<file path="src/rtl/bus_machine_timer.sv">
// Memory-mapped machine timer (mtime/mtimecmp) acting as a request/ready bus responder.
// Prescaled 64-bit counter, 64-bit compare register and a registered level interrupt.
module bus_machine_timer #(
    parameter int FREQUENCY      = 10000000,
    parameter int TICK_FREQUENCY = 1000000
) (
    input  logic        i_clock,
    input  logic        i_reset,
    input  logic        i_request,
    input  logic        i_rw,
    output logic        o_ready,
    input  logic [31:0] i_address,
    output logic [31:0] o_rdata,
    input  logic [31:0] i_wdata,
    input  logic [3:0]  i_wmask,
    output logic        o_interrupt
);

    localparam int PRESCALE = FREQUENCY / TICK_FREQUENCY;
    localparam int CW       = (PRESCALE > 1) ? $clog2(PRESCALE) : 1;

    generate
        if (PRESCALE < 1) begin : g_bad_prescale
            $error("bus_machine_timer: FREQUENCY/TICK_FREQUENCY must be >= 1");
        end
    endgenerate

    localparam logic [1:0] ST_IDLE         = 2'd0;
    localparam logic [1:0] ST_ACK          = 2'd1;
    localparam logic [1:0] ST_WAIT_RELEASE = 2'd2;

    logic [1:0]    state;
    logic [63:0]   mtime;
    logic [63:0]   mtimecmp;
    logic [31:0]   shadow_hi;
    logic [1:0]    control;
    logic [CW-1:0] pcount;

    logic          access;
    logic          rd;
    logic          wr;
    logic [2:0]    sel;
    logic          mtime_wr;
    logic          tick;
    logic [31:0]   rd_value;
    logic          unused_addr;

    assign unused_addr = ^{i_address[31:5], i_address[1:0]};

    function automatic logic [31:0] merge(input logic [31:0] old, input logic [31:0] wd,
                                          input logic [3:0] mask);
        logic [31:0] r;
        r = old;
        for (int unsigned n = 0; n < 4; n++) begin
            if (mask[n]) r[8*n +: 8] = wd[8*n +: 8];
        end
        return r;
    endfunction

    always_comb begin
        access   = (state == ST_IDLE) && i_request;
        rd       = access && !i_rw;
        wr       = access && i_rw;
        sel      = i_address[4:2];
        // An all-zero mask is a no-op, so it must not restart the prescaler either.
        mtime_wr = wr && (sel == 3'd0 || sel == 3'd1) && (i_wmask != 4'b0000);
        tick     = control[0] && (pcount == CW'(PRESCALE - 1));
        rd_value = '0;
        case (sel)
            3'd0:    rd_value = mtime[31:0];
            3'd1:    rd_value = shadow_hi;
            3'd2:    rd_value = mtimecmp[31:0];
            3'd3:    rd_value = mtimecmp[63:32];
            3'd4:    rd_value = {30'b0, control};
            default: rd_value = '0;
        endcase
    end

    always_ff @(posedge i_clock or negedge i_reset) begin
        if (!i_reset) begin
            state       <= ST_IDLE;
            o_ready     <= 1'b0;
            o_rdata     <= '0;
            o_interrupt <= 1'b0;
            mtime       <= '0;
            mtimecmp    <= '1;
            shadow_hi   <= '0;
            control     <= 2'b01;
            pcount      <= '0;
        end else begin
            case (state)
                ST_IDLE: begin
                    if (i_request) begin
                        o_ready <= 1'b1;
                        state   <= ST_ACK;
                    end
                end
                ST_ACK: begin
                    o_ready <= 1'b0;
                    state   <= ST_WAIT_RELEASE;
                end
                ST_WAIT_RELEASE: begin
                    if (!i_request) state <= ST_IDLE;
                end
                default: begin
                    o_ready <= 1'b0;
                    state   <= ST_IDLE;
                end
            endcase

            if (rd) begin
                o_rdata <= rd_value;
                if (sel == 3'd0) shadow_hi <= mtime[63:32];
            end

            if (mtime_wr) begin
                pcount <= '0;
            end else if (control[0]) begin
                pcount <= tick ? '0 : pcount + 1'b1;
            end

            // A bus write to either half takes priority over a coincident tick.
            if (mtime_wr) begin
                if (sel == 3'd0) mtime[31:0]  <= merge(mtime[31:0], i_wdata, i_wmask);
                else             mtime[63:32] <= merge(mtime[63:32], i_wdata, i_wmask);
            end else if (tick) begin
                mtime <= mtime + 64'd1;
            end

            if (wr && sel == 3'd2) mtimecmp[31:0]  <= merge(mtimecmp[31:0], i_wdata, i_wmask);
            if (wr && sel == 3'd3) mtimecmp[63:32] <= merge(mtimecmp[63:32], i_wdata, i_wmask);
            if (wr && sel == 3'd4 && i_wmask[0]) control <= i_wdata[1:0];

            o_interrupt <= control[1] && (mtime >= mtimecmp);
        end
    end

endmodule
</file>
<file path="config.mk">
export PLATFORM = sky130hd
export DESIGN_NAME = bus_machine_timer
export DESIGN_NICKNAME = d
export VERILOG_FILES = /design/src/rtl/bus_machine_timer.sv
export SDC_FILE = /design/constraint.sdc
export NUM_CORES = 1
export LEC_CHECK = 0
export BUFFER_PORTS_ARGS = -buffer_cell sky130_fd_sc_hd__buf_2
export CORE_ASPECT_RATIO = 1.2
export CORE_MARGIN = 4
export CORE_UTILIZATION = 35
export CTS_CLUSTER_SIZE = 16
export DETAILED_ROUTE_END_ITERATION = 7
export GPL_TIMING_DRIVEN = 0
export PLACE_DENSITY_LB_ADDON = 0.12
export SYNTH_ARGS = -nofsm -noshare
export SYNTH_HDL_FRONTEND = slang
export SYNTH_SLANG_ARGS = --single-unit
</file>
<file path="constraint.sdc">
create_clock -name i_clock -period 3.44 [get_ports i_clock]
set_input_delay 0.172 -clock i_clock [delete_from_list [all_inputs] [get_ports i_clock]]
set_output_delay 0.172 -clock i_clock [all_outputs]
set_load 0.05 [all_outputs]
</file>
# Word-level counts from Yosys, hierarchy flattened
# Cells that the tools add are included.
totals:
  ff_bits: 202
  latchBits: 0
  ramBits: 0
  mem_bits_ro: 0
  output_inout_bits: 34
  wordCells: 96
  n_memories: 0
classes:
  addsub: 2
  mul: 0
  div: 0
  magnitude_cmp: 1
  n_eq_ne: 15
  n_shift: 0
  muxes: 17
  bitwise_logic: 1
  n_reduce_logical: 37
ops:
  columns: ["op", "count"]
  rows:
  - ["32-bit one-hot mux with 5 select lines", 1]
  - ["64-bit two-way mux", 2]
  - ["64-bit by 1-bit adder with 64-bit output (second input constant)", 1]
  - ["64-bit >= comparator", 1]
  - ["32-bit two-way mux", 2]
  - ["8-bit two-way mux", 4]
  - ["3-bit AND reduction", 8]
  - ["2-bit AND reduction", 11]
  - ["2-bit inequality test (second input constant)", 7]
  - ["4-bit two-way mux", 3]
  - ["1-bit logical AND", 11]
  - ["3-bit by 2-bit == test with 1-bit output (second input constant)", 2]
  - ["2-bit one-hot mux with 3 select lines", 1]
  - ["4-bit by 1-bit adder with 4-bit output (second input constant)", 1]
  - ["4-bit == test (second input constant)", 1]
  - ["2-bit two-way mux", 2]
  - ["2-bit nonzero test", 2]
  - ["4-bit nonzero test", 1]
  - ["3-bit by 1-bit == test with 1-bit output (second input constant)", 1]
  - ["3-bit == test (second input constant)", 1]
  - ["3-bit zero test", 1]
  - ["2-bit by 1-bit == test with 1-bit output (second input constant)", 1]
  - ["2-bit == test (second input constant)", 1]
  - ["2-bit zero test", 1]
  - ["other kinds (6)", 6]

# Depth between registers and ports, before layout
# Gate-level depths: netlist of the first run.
depth:
  depth_word: 7
  ltp_mapped: 9
  ltp_nobuf: 8

# Worst setup path after synthesis of the first run
# Ideal clock, no wire load.
synth_path:
  kind: "register -> register"
  from: "register mtime[33]"
  to: "register mtime[52]"
  setup_time_ns: 0.128
  t_arrival_ns: 2.087
  required_ns: 3.312
  slack_ns: 1.225
  stages_incl_launch_ff: 7
  n_path_buf: 0
  synth_period_minus_slack_ns: 2.215
  cell_sequence: "dfrtp_1 nand4_2 or4_4 or3_1 or4_4 nor3_2 nor3_1"
synth_via:
  elab_chain_len: 3
synth_rtl:
  columns: ["element", "line", "rtl"]
  rows:
  - ["start: declaration", "33", "logic [63:0] mtime;"]
  - ["start signal: assignment", "125", "else mtime[63:32] <= merge(mtime[63:32], i_wdata, i_wmask);"]
  - ["start signal: assignment", "127", "mtime <= mtime + 64'd1;"]
  - ["64-bit by 1-bit adder with 64-bit output", "127", null]
  - ["64-bit two-way mux", "126", "end else if (tick) begin"]
  - ["64-bit two-way mux", "123", "if (mtime_wr) begin"]
# No other way between the ends. The select of a mux whose other input is x is not followed.
# A chain may end at the register's enable or synchronous reset.

# Worst setup path after layout of the first run
layout_path:
  from: "register mtime[1]"
  to: "register mtime[56]"
# Same word-level chain as after synthesis.

==> results of run 1 <==
==> worst min path at each step <==
stage                    start      endpoint  slack, ns  depth (start not counted)
floorplan              i_reset    control[1]      -0.12                          0
detailed placement     i_reset   o_rdata[28]       0.29                          1
finish              i_wdata[0]    control[0]       0.04                          2
global placement     i_request      state[1]       0.44                          3
global route        i_wdata[0]  mtimecmp[32]       0.04                          2
CTS                 i_wdata[0]    control[0]       0.03                          2
==> cell type report <==
cell class              instances  area (µm²)  area share
diodes                          1       2.502   0.0001801
repair buffers                107       738.2     0.05311
multi-input cells             878        6105      0.4392
well taps                     450       563.0     0.04051
clock buffers                  41       735.7     0.05293
inverters                      78       292.8     0.02107
plain buffers                  68       305.3     0.02197
clock inverters                 4       20.02    0.001440
flip-flops and latches        202        5136      0.3696
==> per-layer routing <==
layer  part of all wire  global-route usage  wire length [µm]
met5            0.00014                   0                 6
met4              0.047              0.1033              2084
met3              0.067             0.04522              2966
met2               0.47              0.3860             20660
met1               0.41              0.3079             18230
==> synth_stat cells (4+ instances only) <==
master                      instances  area (µm²)
sky130_fd_sc_hd__o22ai_1            8       50.05
sky130_fd_sc_hd__nand2b_1           6       37.54
sky130_fd_sc_hd__nand2_1          106       397.9
sky130_fd_sc_hd__o22a_1            36       315.3
sky130_fd_sc_hd__nor4_1            12       75.07
sky130_fd_sc_hd__a21o_1             9       67.56
sky130_fd_sc_hd__a22o_1            31       271.5
sky130_fd_sc_hd__nand4_1           26       162.7
sky130_fd_sc_hd__nand3_1           38       190.2
sky130_fd_sc_hd__or4_1              6       45.04
sky130_fd_sc_hd__a211oi_1           4       30.03
sky130_fd_sc_hd__a2bb2oi_1          6       52.55
sky130_fd_sc_hd__inv_1             78       292.8
sky130_fd_sc_hd__o31ai_1            4       30.03
sky130_fd_sc_hd__a21oi_1           99       495.5
sky130_fd_sc_hd__o21a_1             7       52.55
sky130_fd_sc_hd__and4_1            11       96.34
sky130_fd_sc_hd__or3_1              7       43.79
sky130_fd_sc_hd__a31o_2             4       35.03
sky130_fd_sc_hd__mux2_2            89        1002
sky130_fd_sc_hd__buf_1              9       33.78
sky130_fd_sc_hd__ha_1              67       838.3
sky130_fd_sc_hd__dfrtp_1          137        3428
sky130_fd_sc_hd__nor3b_1            4       30.03
sky130_fd_sc_hd__o21ai_0           79       395.4
sky130_fd_sc_hd__a31oi_1           16       100.1
sky130_fd_sc_hd__nor2_1            75       281.5
sky130_fd_sc_hd__and3_1            12       75.07
sky130_fd_sc_hd__nor3_1            27       135.1
sky130_fd_sc_hd__clkbuf_1          41       153.9
sky130_fd_sc_hd__mux2i_1            6       60.06
sky130_fd_sc_hd__a221oi_1          35       306.5
sky130_fd_sc_hd__a41oi_1            9       78.83
sky130_fd_sc_hd__dfstp_2           65        1708
sky130_fd_sc_hd__buf_2             13       65.06
==> sequential cells by signal, summed over array words and instances (netlist names) <==
signal / cells
mtime: 64
mtimecmp: 64
o_rdata: 32
shadow_hi: 32
pcount: 4
control: 2
state: 2
o_interrupt: 1
o_ready: 1
==> logic make-up after synthesis <==
family          Yosys count
flops                   202
mux                      95
simple gates            350
buf+inv                 146
fa+ha+maj                67
compound gates          366
==> stage by stage <==
step	util	instance area [µm²]	total power [mW]	std cells	hold slack (ns)
2_1_floorplan	-	11840	5.124	1226	-0.1236
3_3_place_gp	0.3838	12760	5.908	1748	0.4415
3_5_place_dp	0.3853	12810	5.977	1750	0.2870
4_1_cts	0.4180	13900	8.544	1828	0.02808
5_1_grt	0.4180	13900	9.002	1829	0.04077
6_report	0.4180	13900	8.461	1829	0.04215
==> worst max-delay path, stage by stage, from the launching register on <==
cell and delay [ns]:
sky130_fd_sc_hd__dfrtp_1 0.48, sky130_fd_sc_hd__ha_1 0.26, sky130_fd_sc_hd__nand3_1 0.30, sky130_fd_sc_hd__nor3_1 0.43
sky130_fd_sc_hd__nand4_1 0.36, sky130_fd_sc_hd__nor3_1 0.84, sky130_fd_sc_hd__a31oi_1 0.17, sky130_fd_sc_hd__o22a_1 0.21
==> power groups by stage <==
stage | sequential (mW) | clock [mW] | combinational, mW
final | 3.55 | 2.50 | 2.41
after global routing | 3.64 | 2.66 | 2.70
after CTS | 3.55 | 2.56 | 2.43
after detailed placement | 3.58 | 0 | 2.39
after global placement | 3.56 | 0 | 2.34
after floorplan | 3.79 | 0 | 1.34
==> qor.tcl, run 1 <==
set qor(run_status) {finished, final reports clean}
set qor(post_synth_edffs) 0
set qor(global_route_congestion_overflow_total) 0
set qor(coreArea_um2) 33250
set qor(die_area_um2) 36840
set qor(syn_inst) 1226
set qor(reg2reg_setup_slack_ns) 0.27
set qor(via_per_inst) 5.768
set qor(critPathKind) {flip-flop to flip-flop}
set qor(max-vdd-ir-drop_mv) 0.5034
set qor(worst-endpoint-arrival_ns) 3.59
set qor(synth_compound_area_frac) 0.2070
set qor(cts_repair_resize_count) 0
set qor(place.gp.congestion) 0.9018
set qor(final_critical_path_setup_slack_ns) 0.2688
set qor(dp_worst_setup_slack_ns) 0.3578
set qor(timing.final.crit_share) 0.9219
set qor(die_width_um) 175.9
set qor(nNetsFinal) 1499
set qor(crit_path_max_fanout) 7
set qor(final.fill_count) 3401
set qor(overall_routing_resource_usage) 0.2369
set qor(drt_iter0_markers) 875
set qor(worstSkewPairLatency_ns) 0.54
set qor(slew_headroom) 0.09950
set qor(avgRoutedWirePerCell_um) 24.03
set qor(synth.area.mux_share) 0.08974
set qor(power.leakage_nw) 5.695
set qor(grt_setup_unrepaired) {false}
set qor(mappedNetlistNets) 1365
set qor(cts.hold.buffers_added) 33
set qor(timing.max_cap.violations) 0
set qor(place_hpwl_mm) 32.01
set qor(worstSetupEndpointType) {flip-flop}
set qor(syn_avg_cell_area_um2) 9.655
set qor(hold_class) {primary input to flip-flop}
set qor(cts_tree) {done}
set qor(fin_crit_ns) 3.171
set qor(cp-start-kind) {flip-flop}
set qor(wirelength_mm) 43.95
set qor(yosys.area_share.simple) 0.1481
set qor(report.final.slew_viol_count) 0
set qor(numCtsBuffers) 25
set qor(largest_family_of_logic_cells_by_synthesized_area) {compound AO/OA/AOI/OAI gates}
set qor(power.net_switching_mw) 3.002
set qor(reg2reg_depth) 7
set qor(yosys_register_bits) 202
set qor(power.switching_fraction) 0.3548
set qor(crit_path_end) {mtime[56]}
set qor(core.rowCount) 73
set qor(detailroute.via_count) 10550
set qor(grt_max_degree) 104
set qor(synth-main-ff-cell) {sky130_fd_sc_hd__dfrtp_1}
set qor(proportion_of_power_drawn_by_combinational_gates) 0.285
set qor(synth_xor_xnor_area_share) 0
set qor(timing.rr.end) {mtime[56]}
set qor(cts-root-buf) {sky130_fd_sc_hd__clkbuf_16}
set qor(drt_pass1_iterations) 5
set qor(number_of_global_route_vias_before_repair) 10730
set qor(totalNegativeSetupSlack_ns) 0
set qor(async_flop_share) 1.000
set qor(clock_network_fraction_of_design_power) 0.295
set qor(post_route_cells_drive_above_1_share) 0.2141
set qor(post-cts-setup-buffer-count) 0
set qor(yosys.area_share.adder) 0.07082
set qor(final_hold_viol_count) 0
set qor(final_common_cell) {sky130_fd_sc_hd__dfrtp_1}
set qor(fmax_mhz) 315.3
set qor(timing.rr.start) {mtime[1]}
set qor(intPower_mw) 5.459
set qor(synth.lib_cells_used.distinct) 65
set qor(fin_skew_ns) 0.01356
set qor(mostFrequentLayoutCells) {sky130_fd_sc_hd__dfrtp_1, sky130_fd_sc_hd__nand2_1, sky130_fd_sc_hd__a21oi_1}
set qor(cellPowerDensity_nw_per_um2) 608.7
set qor(clock_path_buffers) 3
set qor(setup_viol) 0
set qor(post-route-drc-count) 0
set qor(number_of_clock_sinks) 202
set qor(port_buffers) 72
set qor(mappedNetlistArea_um2) 11840
set qor(cts.reportedPaths.clkPinSlew_ns) 0.06
set qor(htree_levels) 1
set qor(cp_data_required_time_ns) 3.86
set qor(number_of_routed_nets_with_antenna_violations) 0
set qor(synth_warnings) 0
set qor(measured_slew_at_the_worst_slew_check_pin_ns) 1.340
set qor(antenna_found_initial) 2
set qor(synth-seq-area-share) 0.4339
set qor(initial_utilization) 0.3561
set qor(sequentialPowerShare) 0.419
set qor(die_h_um) 209.5
set qor(syn_to_final_growth_pct) 17.41
set qor(critPathLaunch) {mtime[1]}
set qor(top_level_ports) 106
set qor(grt_pass1_wl_mm) 67.07
No activity file was read; power rests on OpenSTA's default activity.
==> run 2, diff against run 1 <==
--- a/config.mk
+++ b/config.mk
@@ -5,10 +5,10 @@
 export SDC_FILE = /design/constraint.sdc
 export NUM_CORES = 1
 export LEC_CHECK = 0
-export BUFFER_PORTS_ARGS = -buffer_cell sky130_fd_sc_hd__buf_2
+export BUFFER_PORTS_ARGS = -buffer_cell sky130_fd_sc_hd__buf_4
 export CORE_ASPECT_RATIO = 1.2
 export CORE_MARGIN = 4
-export CORE_UTILIZATION = 35
+export CORE_UTILIZATION = 60
 export CTS_CLUSTER_SIZE = 16
 export DETAILED_ROUTE_END_ITERATION = 7
 export GPL_TIMING_DRIVEN = 0
==> run 2 against run 1 <==
First-iteration DRC count grew 20%. Combinational power grew 3%. Sequential power is essentially flat. Highest routed layer is now met4.
==> qor.tcl, run 2 (synthesis gave the netlist of run 1 again) <==
set qor(run_status) {finished, final reports clean} ;# unchanged
set qor(post-route-drc-count) 0 ;# unchanged
set qor(cts_tree) {done} ;# unchanged
set qor(coreArea_um2) 19480 ;# was 33,250 µm²
set qor(sequentialPowerShare) 0.425 ;# was 0.419
set qor(clock_path_buffers) 3 ;# unchanged
set qor(timing.max_cap.violations) 0 ;# unchanged
set qor(worst-endpoint-arrival_ns) 3.55 ;# was 3.59 ns
set qor(global_route_congestion_overflow_total) 0 ;# unchanged
set qor(core.rowCount) 56 ;# was 73
set qor(avgRoutedWirePerCell_um) 24.59 ;# was 24.03 µm
set qor(power.leakage_nw) 5.700 ;# was 5.695 nW
set qor(critPathKind) {flip-flop to flip-flop} ;# unchanged
set qor(number_of_clock_sinks) 202 ;# unchanged
set qor(die_h_um) 161.9 ;# was 209.5 µm
set qor(place.gp.congestion) 1.019 ;# was 0.9018
set qor(cp_data_required_time_ns) 3.80 ;# was 3.86 ns
set qor(clock_network_fraction_of_design_power) 0.277 ;# was 0.295
set qor(fin_util) 0.7072 ;# was 0.4180
set qor(cellPowerDensity_nw_per_um2) 607.2 ;# was 608.7 nW/µm²
set qor(crit_path_max_fanout) 7 ;# unchanged
set qor(antennaDiodeCount) 0 ;# was 1
set qor(final_hold_viol_count) 0 ;# unchanged
set qor(mostFrequentLayoutCells) {sky130_fd_sc_hd__dfrtp_1, sky130_fd_sc_hd__nand2_1, sky130_fd_sc_hd__a21oi_1} ;# unchanged
set qor(power.switching_fraction) 0.3525 ;# was 0.3548
set qor(drt_iter0_markers) 1053 ;# was 875
set qor(setup_viol) 0 ;# unchanged
set qor(htree_levels) 1 ;# unchanged
set qor(via_per_inst) 6.642 ;# was 5.768
set qor(fmax_mhz) 313.3 ;# was 315.3 MHz
set qor(intPower_mw) 5.416 ;# was 5.459 mW
set qor(fin_skew_ns) 0.01821 ;# was 0.01356 ns
set qor(number_of_global_route_vias_before_repair) 10910 ;# was 10,730
set qor(proportion_of_power_drawn_by_combinational_gates) 0.298 ;# was 0.285
set qor(grt_pass1_wl_mm) 62.11 ;# was 67.07 mm
set qor(totalNegativeSetupSlack_ns) 0 ;# unchanged
set qor(cts.reportedPaths.clkPinSlew_ns) 0.06 ;# about the same
set qor(wirelength_mm) 40.18 ;# was 43.95 mm
set qor(number_of_routed_nets_with_antenna_violations) 0 ;# unchanged
set qor(hold_class) {primary input to flip-flop} ;# unchanged
set qor(timing.hold.ws_ns) 0.1111 ;# was 0.04215 ns
set qor(cts-root-buf) {sky130_fd_sc_hd__clkbuf_16} ;# unchanged
set qor(grt_setup_unrepaired) {false} ;# unchanged
set qor(slew_headroom) 0.2021 ;# was 0.09950
set qor(final_common_cell) {sky130_fd_sc_hd__dfrtp_1} ;# unchanged
set qor(cp-start-kind) {flip-flop} ;# unchanged
set qor(reg_top3) {mtime: 64 flops, mtimecmp: 64 flops} ;# unchanged
set qor(nNetsFinal) 1496 ;# was 1,499
set qor(worstSkewPairLatency_ns) 0.52 ;# was 0.54 ns
set qor(grt_max_degree) 115 ;# was 104
set qor(power.net_switching_mw) 2.949 ;# was 3.002 mW
set qor(numCtsBuffers) 22 ;# was 25
set qor(detailroute.via_count) 10850 ;# was 10,550
set qor(reg2reg_setup_slack_ns) 0.25 ;# was 0.27 ns
set qor(timing.final.crit_share) 0.9280 ;# was 0.9219
set qor(port_buffers) 72 ;# unchanged
set qor(antenna_found_initial) 0 ;# was 2
set qor(max-vdd-ir-drop_mv) 0.6328 ;# was 0.5034 mV
set qor(die_area_um2) 22050 ;# was 36,840 µm²
set qor(die_width_um) 136.2 ;# was 175.9 µm
set qor(drt_pass1_iterations) 5 ;# unchanged
set qor(report.final.slew_viol_count) 0 ;# unchanged
set qor(place_hpwl_mm) 28.90 ;# was 32.01 mm
set qor(post_route_cells_drive_above_1_share) 0.2127 ;# was 0.2141
set qor(worstSetupEndpointType) {flip-flop} ;# unchanged
set qor(top_level_ports) 106 ;# unchanged
set qor(syn_to_final_growth_pct) 16.37 ;# was 17.41%
set qor(fin_crit_ns) 3.192 ;# was 3.171 ns
set qor(measured_slew_at_the_worst_slew_check_pin_ns) 1.188 ;# was 1.340 ns
set qor(initial_utilization) 0.6077 ;# was 0.3561
set qor(overall_routing_resource_usage) 0.3672 ;# was 0.2369
## run 2: worst paths after layout
| path | endpoint | cells past startpoint | start |
|---|---|---|---|
| setup / recovery | o_interrupt | 8 | mtime[0] |
| setup reg to reg | o_interrupt | 8 | mtime[0] |
| hold / removal | mtime[20] | 3 | i_wmask[2] |
| min in group asynchronous | o_rdata[3] | 2 | i_reset |
| max in group asynchronous | mtimecmp[50] | 3 | i_reset |
| hold reg to reg | o_rdata[28] | 2 | o_rdata[28] |
## run 2: layout make-up
type                            count  area, µm²
Sequential cell                   202       5136
Inverter                           78      292.8
Clock buffer                       36      674.4
Buffer                             68      305.3
Clock inverter                      4      20.02
Tap cell                          261      326.6
Multi-Input combinational cell    878       6105
Fill cell                        1514       5703
Timing Repair Buffer              107      915.9
## run 2: worst max-delay path, stage by stage, from the launching register on
cell and delay (ns):
sky130_fd_sc_hd__dfrtp_1 0.47, sky130_fd_sc_hd__inv_1 0.09, sky130_fd_sc_hd__ha_1 0.30, sky130_fd_sc_hd__nand2b_1 0.14, sky130_fd_sc_hd__a2111oi_1 0.81, sky130_fd_sc_hd__o41ai_1 0.10
sky130_fd_sc_hd__or4_1 0.54, sky130_fd_sc_hd__a21oi_1 0.38, sky130_fd_sc_hd__o21ai_0 0.21
## run 2: metal layers
metal	part of all wire	global-route usage	vias up	routed length (µm)
met2	0.46	0.5917	541	18570
met4	0.064	0.1884	0	2556
li1	-	-	4852	-
met3	0.083	0.06691	166	3327
met1	0.39	0.4739	5294	15720
met5	0	0	-	0
## run 2: power groups by stage
| stage | clock network [mW] | logic [mW] | registers (mW) |
|---|---|---|---|
| 4_1_cts | 2.33 | 2.48 | 3.54 |
| 3_5_place_dp | 0 | 2.42 | 3.58 |
| 2_1_floorplan | 0 | 1.34 | 3.79 |
| 6_report | 2.31 | 2.49 | 3.56 |
| 3_3_place_gp | 0 | 2.34 | 3.55 |
| 5_1_grt | 2.43 | 2.74 | 3.63 |
## run 2: through the flow
stage               std cells  cell area, µm²  worst slack (ns)  power (mW)
floorplan                1226           11840             1.225       5.124
global placement         1559           12700           0.05582       5.889
detailed placement       1560           12740           0.06952       6.001
CTS                      1634           13770           0.03387       8.349
global route             1634           13780            0.1658       8.793
finish                   1634           13780            0.2478       8.365
## run 2: repair_timing
action | in CTS | in global routing
setup buffers | 0 | 0
endpoints found under the setup margin | 0 | 1
gates resized for setup | 0 | 1
hold endpoints to repair | 145 | 0
hold buffers | 34 | 0
